===== src/rtl/rot_pkg.sv =====
// rtl/rot_pkg.sv - shared constants and state encodings for the rotary step decoder
package rot_pkg;

  localparam logic [2:0] ST_IDLE   = 3'd0;
  localparam logic [2:0] ST_CW1    = 3'd1;
  localparam logic [2:0] ST_CW2    = 3'd2;
  localparam logic [2:0] ST_CW3    = 3'd3;
  localparam logic [2:0] ST_CCW1   = 3'd4;
  localparam logic [2:0] ST_CCW2   = 3'd5;
  localparam logic [2:0] ST_CCW3   = 3'd6;
  localparam logic [2:0] ST_RESYNC = 3'd7;

  typedef enum logic [2:0] {
    IDLE   = ST_IDLE,
    CW1    = ST_CW1,
    CW2    = ST_CW2,
    CW3    = ST_CW3,
    CCW1   = ST_CCW1,
    CCW2   = ST_CCW2,
    CCW3   = ST_CCW3,
    RESYNC = ST_RESYNC
  } rot_state_e;

  // Both encoder pins high: the detent rest position.
  localparam logic [1:0] AB_IDLE = 2'b11;

  localparam logic [19:0] DEB_CYCLES_DEF = 20'd500000;

  // AB level each tracking state was entered on; RESYNC has no fixed level.
  function automatic logic [1:0] state_ab(input rot_state_e st);
    logic [1:0] ab;
    case (st)
      CW1, CCW3: ab = 2'b01;
      CW2, CCW2: ab = 2'b00;
      CW3, CCW1: ab = 2'b10;
      default:   ab = AB_IDLE;
    endcase
    return ab;
  endfunction

endpackage


===== src/rtl/rot_debounce.sv =====
// rtl/rot_debounce.sv - two-flop synchroniser followed by a stability-count debouncer
module rot_debounce
  import rot_pkg::*;
#(
  parameter logic [19:0] DEB_CYCLES = DEB_CYCLES_DEF,
  parameter logic        RST_VAL    = 1'b0
) (
  input  logic clk,
  input  logic rst,
  input  logic din,
  output logic dout
);

  logic        sync1_q, sync1_d;
  logic        sync2_q, sync2_d;
  logic        deb_q, deb_d;
  logic [19:0] cnt_q, cnt_d;

  // Synchronise, then flip the debounced level only after DEB_CYCLES mismatched clocks in a row.
  always_comb begin
    sync1_d = din;
    sync2_d = sync1_q;
    deb_d   = deb_q;
    cnt_d   = '0;
    if (sync2_q != deb_q) begin
      if (cnt_q == DEB_CYCLES - 20'd1) begin
        deb_d = sync2_q;
      end else begin
        cnt_d = cnt_q + 20'd1;
      end
    end
  end

  // Synchroniser, debounced level and stability counter registers.
  always_ff @(posedge clk or negedge rst) begin
    if (!rst) begin
      sync1_q <= RST_VAL;
      sync2_q <= RST_VAL;
      deb_q   <= RST_VAL;
      cnt_q   <= '0;
    end else begin
      sync1_q <= sync1_d;
      sync2_q <= sync2_d;
      deb_q   <= deb_d;
      cnt_q   <= cnt_d;
    end
  end

  assign dout = deb_q;

endmodule


===== src/rtl/rot_step_decoder.sv =====
// rtl/rot_step_decoder.sv - rotary encoder conditioning, quadrature step decode and position count
module rot_step_decoder
  import rot_pkg::*;
#(
  parameter logic [19:0] DEB_CYCLES = DEB_CYCLES_DEF,
  parameter int          CNT_W      = 6,
  parameter bit          WRAP       = 1'b1
) (
  input  logic             clk,
  input  logic             rst,
  input  logic [2:0]       ROT,
  output logic [CNT_W-1:0] count,
  output logic             step_up,
  output logic             step_dn,
  output logic             dir,
  output logic             err
);

  localparam logic [CNT_W-1:0] CNT_ONE = {{(CNT_W-1){1'b0}}, 1'b1};
  localparam logic [CNT_W-1:0] CNT_MAX = {CNT_W{1'b1}};

  logic       a_deb, b_deb, push_deb;
  logic [1:0] ab;

  rot_debounce #(.DEB_CYCLES(DEB_CYCLES), .RST_VAL(1'b1)) u_deb_a (
    .clk(clk), .rst(rst), .din(ROT[0]), .dout(a_deb)
  );
  rot_debounce #(.DEB_CYCLES(DEB_CYCLES), .RST_VAL(1'b1)) u_deb_b (
    .clk(clk), .rst(rst), .din(ROT[1]), .dout(b_deb)
  );
  rot_debounce #(.DEB_CYCLES(DEB_CYCLES), .RST_VAL(1'b0)) u_deb_push (
    .clk(clk), .rst(rst), .din(ROT[2]), .dout(push_deb)
  );

  assign ab = {a_deb, b_deb};

  rot_state_e       state_q, state_d;
  logic             step_up_q, step_up_d;
  logic             step_dn_q, step_dn_d;
  logic             err_q, err_d;
  logic             dir_q, dir_d;
  logic [CNT_W-1:0] count_q, count_d;
  logic             push_prev_q, push_prev_d;
  logic [1:0]       exp_ab;

  // Quadrature walk: single-bit moves advance or back off, two-bit jumps go to RESYNC.
  always_comb begin
    state_d   = state_q;
    step_up_d = 1'b0;
    step_dn_d = 1'b0;
    err_d     = 1'b0;
    exp_ab    = state_ab(state_q);
    if (state_q == RESYNC) begin
      if (ab == AB_IDLE) state_d = IDLE;
    end else if (ab != exp_ab) begin
      if ((ab ^ exp_ab) == 2'b11) begin
        err_d   = 1'b1;
        state_d = RESYNC;
      end else begin
        case (state_q)
          IDLE:    state_d = (ab == 2'b01) ? CW1 : CCW1;
          CW1:     state_d = (ab == 2'b00) ? CW2 : IDLE;
          CW2:     state_d = (ab == 2'b10) ? CW3 : CW1;
          CW3: begin
            if (ab == AB_IDLE) begin
              state_d   = IDLE;
              step_up_d = 1'b1;
            end else begin
              state_d = CW2;
            end
          end
          CCW1:    state_d = (ab == 2'b00) ? CCW2 : IDLE;
          CCW2:    state_d = (ab == 2'b01) ? CCW3 : CCW1;
          CCW3: begin
            if (ab == AB_IDLE) begin
              state_d   = IDLE;
              step_dn_d = 1'b1;
            end else begin
              state_d = CCW2;
            end
          end
          default: state_d = IDLE;
        endcase
      end
    end
  end

  // Position count: a fresh push press clears, otherwise apply the step with wrap or clamp.
  always_comb begin
    push_prev_d = push_deb;
    dir_d       = dir_q;
    count_d     = count_q;
    if (step_up_d) begin
      dir_d = 1'b1;
      if (WRAP || (count_q != CNT_MAX)) count_d = count_q + CNT_ONE;
    end else if (step_dn_d) begin
      dir_d = 1'b0;
      if (WRAP || (count_q != '0)) count_d = count_q - CNT_ONE;
    end
    if (push_deb && !push_prev_q) count_d = '0;
  end

  // FSM state with its registered step, error and direction outputs.
  always_ff @(posedge clk or negedge rst) begin
    if (!rst) begin
      state_q   <= IDLE;
      step_up_q <= 1'b0;
      step_dn_q <= 1'b0;
      err_q     <= 1'b0;
      dir_q     <= 1'b0;
    end else begin
      state_q   <= state_d;
      step_up_q <= step_up_d;
      step_dn_q <= step_dn_d;
      err_q     <= err_d;
      dir_q     <= dir_d;
    end
  end

  // Count register and push edge detector.
  always_ff @(posedge clk or negedge rst) begin
    if (!rst) begin
      count_q     <= '0;
      push_prev_q <= 1'b0;
    end else begin
      count_q     <= count_d;
      push_prev_q <= push_prev_d;
    end
  end

  assign count   = count_q;
  assign step_up = step_up_q;
  assign step_dn = step_dn_q;
  assign dir     = dir_q;
  assign err     = err_q;

endmodule


===== config.mk =====
export PLATFORM = sky130hd
export DESIGN_NAME = rot_step_decoder
export DESIGN_NICKNAME = d
export VERILOG_FILES = /design/src/rtl/rot_pkg.sv /design/src/rtl/rot_debounce.sv /design/src/rtl/rot_step_decoder.sv
export SDC_FILE = /design/constraint.sdc
export NUM_CORES = 1
export LEC_CHECK = 0
export ABC_CLOCK_PERIOD_IN_PS = 5600
export BUFFER_PORTS_ARGS = -buffer_cell sky130_fd_sc_hd__buf_2
export CAP_MARGIN = 20
export CORE_UTILIZATION = 35
export DETAILED_ROUTE_END_ITERATION = 10
export PLACE_DENSITY = 0.58
export SYNTH_ARGS = -nofsm -noshare
export SYNTH_HDL_FRONTEND = slang
export SYNTH_SLANG_ARGS = --single-unit
export TNS_END_PERCENT = 100

===== constraint.sdc =====
create_clock -name clk -period 5.6 [get_ports clk]
set_input_delay 0.56 -clock clk [delete_from_list [all_inputs] [get_ports clk]]
set_output_delay 0.56 -clock clk [all_outputs]
set_load 0.02 [all_outputs]

* Yosys cells after proc, flatten, opt, wreduce, memory -nomap -nowiden
Index checks and enable logic that the tools add are counted.
** Operators by class
- Eq/ne operators :: 19
- Mux-type cells :: 36
- Bitwise gates (word level) :: 1
- $add $sub $neg :: 5
- Reductions and logical operators :: 14
** Operator list (count)
- two-way mux 20 bit :: 6
- adder 20 x 1 -> 20 bit (second input constant) :: 3
- == test 20 x 19 -> 1 bit (second input constant) :: 3
- two-way mux 3 bit :: 7
- case mux 3 bit (7 select lines) :: 1
- two-way mux 6 bit :: 3
- two-way mux 1 bit :: 14
- == test 3 bit (second input constant) :: 4
- two-way mux 2 bit :: 4
- AND reduction 2 bit :: 4
- adder 6 x 1 -> 6 bit (second input constant) :: 1
- == test 2 bit (second input constant) :: 3
- == test 3 x 2 -> 1 bit (second input constant) :: 2
- case mux 2 bit (3 select lines) :: 1
- OR reduction 2 bit :: 3
- subtractor 6 x 1 -> 6 bit (second input constant) :: 1
- nonzero test 2 bit :: 2
- == test 3 x 1 -> 1 bit (second input constant) :: 1
- zero test 3 bit :: 1
- != test 1 bit :: 3
- nonzero test 3 bit :: 1
- == test 2 x 1 -> 1 bit (second input constant) :: 1
- zero test 2 bit :: 1
- != test 2 x 1 -> 1 bit (second input constant) :: 1
- other kinds (4) :: 4
** Storage, ports and cells
- Flip-flop bits (word level) :: 83
- Bits of input ports :: 5
- Word-level logic and storage cells :: 94
- Output and inout bits :: 10

* Logic depth before layout (Yosys ltp)
- Depth in word-level cells :: 11
- Depth in mapped cells :: 15
- Mapped depth without buffers :: 13

* Cells and area by module
Synthesis repeated with hierarchy kept, for this count alone.
** Unflattened totals
- Cell total of the unflattened synthesis :: 436
- Area total of the unflattened synthesis :: 4456.8 sq um
** By module, submodules not included
- rot_debounce (u_deb_a ...) :: area each 1144.8 sq um, instances 2, cells an instance 109, sequential area each 579.3 sq um
- rot_debounce (u_deb_push) :: area each 1141.1 sq um, instances 1, cells an instance 109, sequential area each 575.6 sq um
- rot_step_decoder :: area each 1026.0 sq um, instances 1, cells an instance 109, sequential area each 350.3 sq um

* Least setup slack after synthesis
No wires, ideal clock.
- Path kind :: reg-to-reg
- From :: register state_q[0]
- To :: register count_q[5] (netlist: count[5])
- Library setup time :: 129 ps
- Arrival :: 2651 ps
- Data required time :: 5471 ps
- Setup slack :: 2820 ps
- Cell stages (with the launch flop) :: 15
- Buffers on the path :: 2
- Period minus slack after synthesis :: 2780 ps
- Cells stage by stage :: dfrtp_1 -> inv_1 -> ha_1 -> buf_4 -> nor2_1 -> o32a_1 -> buf_6 -> mux2i_1 -> nand2_1 -> ha_1 -> a211oi_1 -> o211ai_1 -> nor3b_1 -> o211ai_1 -> o31ai_1
** Between the ends
- Word-level cells in the longest chain between the ends :: 10
- Elaborated cells on any way between the ends :: 25
- Those cells by class :: eq/ne (9); mux (11); bitwise (1); reduce/logical (4)
** RTL lines
- start, declared :: line rot_step_decoder.sv:37 : rot_state_e state_q, state_d;
- start signal, assigned :: line rot_step_decoder.sv:112 : state_q <= state_d;
- == test 3 x 2 -> 1 bit, or another cell as far along :: line rot_pkg.sv:32, rot_step_decoder.sv:60
- OR reduction 2 bit :: line rot_pkg.sv:32 : case (st)
- case mux 2 bit (3 select lines) :: line rot_pkg.sv:32
- XOR 2 bit :: line rot_step_decoder.sv:56 : if ((ab ^ exp_ab) == 2'b11) begin
- == test 2 bit :: line rot_step_decoder.sv:56
- two-way mux 1 bit :: line rot_step_decoder.sv:56
- two-way mux 1 bit :: line rot_step_decoder.sv:55 : end else if (ab != exp_ab) begin
- two-way mux 1 bit :: line rot_step_decoder.sv:53 : if (state_q == RESYNC) begin
- two-way mux 6 bit :: line rot_step_decoder.sv:93 : if (step_up_d) begin
- two-way mux 6 bit :: line rot_step_decoder.sv:100 : if (push_deb && !push_prev_q) count_d = '0;
- end signal, assigned :: line rot_step_decoder.sv:126 : count_q <= count_d;
- end, declared :: line rot_step_decoder.sv:42 : logic [CNT_W-1:0] count_q, count_d;
Parallel ways exist; a longest one is shown, timed or not.
A chain may end at the register's enable or synchronous reset.

* Worst setup path after layout
Same ends and word-level chain as after synthesis.

==> results.json <==
{
  "outcome": "complete, no violations",
  "layout-drive-gt1-share_pct": 9.843,
  "routed_via_density": 4.998,
  "postSynth.topFlopCell": "dfrtp_1",
  "combPwrFrac_pct": 2.7,
  "max-slew-margin-rel_pct": 38.66,
  "initialDrtViolationCount": 126,
  "remaining_drc_errors": 0,
  "clock_tree_from_tritoncts": "built",
  "worst-r2r-cell-count": 12,
  "crit_fanout": 9,
  "synth.area.top_cells": "dfrtp_1, xor2_1, nor2_1, xnor2_1, dfstp_2",
  "grt_start_max_net_pins": 84,
  "synth.lib_cells_used.distinct": 52,
  "post_synth_edffs": 0,
  "globalRouteTotalUtil_pct": 13.12,
  "first_global_vias": 2906,
  "final-seq-area_mm2": 0.002085,
  "area_growth_syn_to_layout_pct": 10.91,
  "cts_post_setup_buffers_inserted": 0,
  "final_antenna_violating_net_count": 0,
  "total_power_uw": 1241,
  "ys.warnings.count": 0,
  "synth-async-reset-ratio_pct": 100.0,
  "critical_path.cell_chain": "inv_1, ha_1, nand2b_1, o32a_1, mux2i_1, nand2_1, ha_1, a211oi_1, o211ai_1, nor3b_1, o211ai_1, o31ai_1",
  "dpl.hpwl_mm": 5.150,
  "tritoncts_num_sinks": 83,
  "timing.reg2reg.setup_slack_ns": 2.39,
  "timing.rr.end": "count[5]",
  "detail_route.wl_per_cell_um": 12.86,
  "port_buffers": 14,
  "switching_share_pct": 20.40,
  "synth_area_per_cell_um2": 10.00,
  "cp-end-kind": "flip-flop",
  "cp_top_family": "compound AO/OA/AOI/OAI gates",
  "clock.fmax_mhz": 311.5,
  "post_cts_hold_buffer_count": 0,
  "clock_skew_ns": 0.005335,
  "timing.critical_path.required_ns": 5.81,
  "wire_length_of_the_first_global_routing_pass_mm": 13.36,
  "cts.clk_slew.worst_paths_ns": 0.06,
  "syn_nets": 447,
  "cellPowerDensity_mw_per_mm2": 260.2,
  "grt_overflow": 0,
  "yosysSeqAreaShare_pct": 48.47,
  "cell_internal_pwr_uw": 987.9,
  "dr_total_vias": 2969,
  "design.portCount": 15,
  "vdd.ir_drop.worst_mv": 0.1470,
  "timing.final.ws_setup_ns": 2.390,
  "clockRootBuffer": "clkbuf_16",
  "tns_ns": 0,
  "tritoncts_buffer_count": 9,
  "grt_antenna_before_repair": 0,
  "synth-seq-cells": 83,
  "clock_tree.htree_level_count": 3,
  "slowest_delay_ns": 0.40,
  "rows": 40,
  "drv_cap": 0,
  "leakage_power_summed_over_all_cells_uw": 0.002124,
  "timing.final.crit_period_ns": 3.210,
  "worst_r2r_startpoint": "state_q[0]",
  "cts_max_path_buffers": 2,
  "netlist_instances": 430,
  "clock_insertion_delay_worst_skew_ns": 0.33,
  "synth_top_area_share_pct": 44.81,
  "antenna_cells_inserted": 0,
  "numPlacedInstances": 577,
  "crit_path_start_kind": "flip-flop",
  "area_of_the_multi_input_gates_mm2": 0.002046,
  "power.clock.fraction_pct": 47.7,
  "floorplan.die.height_um": 112.8,
  "worst_hold_slack_ns": 0.1445,
  "nets": 459,
  "mostFrequentLayoutCells": "nor2_1, dfrtp_1, xor2_1",
  "design.die.area_mm2": 0.01273,
  "setup.worst_path.class": "flip-flop to flip-flop",
  "setup-violations-final": 0,
  "gp_congestion": 0.8008,
  "post_cts.resized_instances": 0,
  "critical_path_arrival_ns": 3.42,
  "power.share.sequential_pct": 49.6,
  "finalHoldViolCount": 0,
  "synth.cell_area_mm2": 0.004300,
  "core_mm2": 0.01201,
  "final-max-slew-violation-count": 0,
  "dpl_worst_slack_ns": 2.422,
  "die_w_um": 112.8,
  "max_slew.worst_pin.slew_ns": 0.9130,
  "stdcell_count": 594,
  "initial_core_util_pct": 35.80,
  "netSwitchingPower_uw": 253.2,
  "wl_mm": 7.637,
  "final_min_period_over_clock_period_pct": 57.32,
  "hp-class": "input pin to asynchronous set/reset pin",
  "mostFrequentLayoutCell": "nor2_1",
  "worst_path_max_delay_cell": "dfrtp_1",
  "drt_pass1_iterations": 4,
  "grt_setup_unrepaired": "no",
  "netlist.top_cell.by_area": "dfrtp_1",
  "filler_cell_count": 1212,
  "critPathBufInv": 1
}
cells in the mapped netlist (all sizes together), types with 5 or more instances:
master,count
a21oi,11
and3,8
buf,11
dfrtp,77
dfstp,6
ha,11
inv,15
nand2,27
nand3,26
nand4,13
nor2,83
nor2b,5
nor3,9
nor4b,5
o31ai,5
xnor2,24
xor2,38
cells by family after synthesis:
kind of cell | Yosys count | synth area share [%]
AOI/OAI and AO/OA | 31 | 4.888
xor gates and xnor gates | 63 | 13.15
adders and majority gates | 12 | 3.666
buffers and inverters | 29 | 3.957
DFF | 83 | 48.47
muxes | 8 | 2.066
and+or+nand+nor | 204 | 23.80
worst register-to-register path, stage by stage, from the launching register on:
cell      delay [ns]
dfrtp_1         0.40
inv_1           0.10
ha_1            0.32
nand2b_1        0.15
o32a_1          0.35
mux2i_1         0.30
nand2_1         0.18
ha_1            0.34
a211oi_1        0.38
o211ai_1        0.15
nor3b_1         0.17
o211ai_1        0.16
o31ai_1         0.09
stage by stage:
stage / cell area, um^2 / utilization [%]
2_1_floorplan: 4300 / -
3_3_place_gp: 4443 / 36.99
3_5_place_dp: 4443 / 36.99
4_1_cts: 4742 / 39.48
5_1_grt: 4770 / 39.71
6_report: 4770 / 39.71
power by group through the flow:
| stage | Clock, uW | Combinational (uW) | Sequential (uW) |
|---|---|---|---|
| after detailed placement | 0 | 33.0 | 626 |
| after CTS | 614 | 33.2 | 615 |
| final | 592 | 33.8 | 615 |
| after global routing | 635 | 39.6 | 616 |
| after global placement | 0 | 32.0 | 626 |
| after floorplan | 0 | 19.6 | 624 |
state kept, by name, summed over array words and instances, names as in the netlist:
name,flops
u_deb_push.sync2_q,1
u_deb_b.cnt_q,20
u_deb_a.dout,1
push_prev_q,1
state_q,3
err,1
u_deb_b.sync1_q,1
u_deb_a.cnt_q,20
count,6
u_deb_a.sync1_q,1
u_deb_push.cnt_q,20
step_up,1
u_deb_a.sync2_q,1
u_deb_b.dout,1
u_deb_push.sync1_q,1
u_deb_b.sync2_q,1
u_deb_push.dout,1
step_dn,1
dir,1
how the worst max path moves through the flow:
stage	slack [ns]	startpoint	cells after the start	end
6_report	2.39	state_q[0]	12	count[5]
5_1_grt	2.11	state_q[0]	12	count[5]
4_1_cts	2.39	state_q[0]	12	count[5]
3_5_place_dp	2.42	state_q[0]	12	count[5]
3_3_place_gp	2.53	state_q[0]	12	count[5]
2_1_floorplan	2.82	state_q[0]	14	count[5]
area by class of cell:
type / instances / area share [%]
flip-flops and latches: 83 / 43.70
clock inverters: 2 / 0.7345
repair buffers: 15 / 2.099
inverters: 15 / 1.180
multi-input cells: 318 / 42.89
well taps: 147 / 3.856
clock buffers: 14 / 5.535
routing by layer:
| metal | wire length (um) | global-route usage, % | share of wire (%) | up-vias |
|---|---|---|---|---|
| met3 | 223 | 3.160 | 2.9 | 11 |
| met5 | 0 | 0 | 0 | - |
| met4 | 119 | 5.511 | 1.6 | 0 |
| met2 | 3545 | 21.65 | 46 | 41 |
| li1 | - | - | - | 1483 |
| met1 | 3749 | 16.47 | 49 | 1434 |
Power figures use the tool's default switching activity.
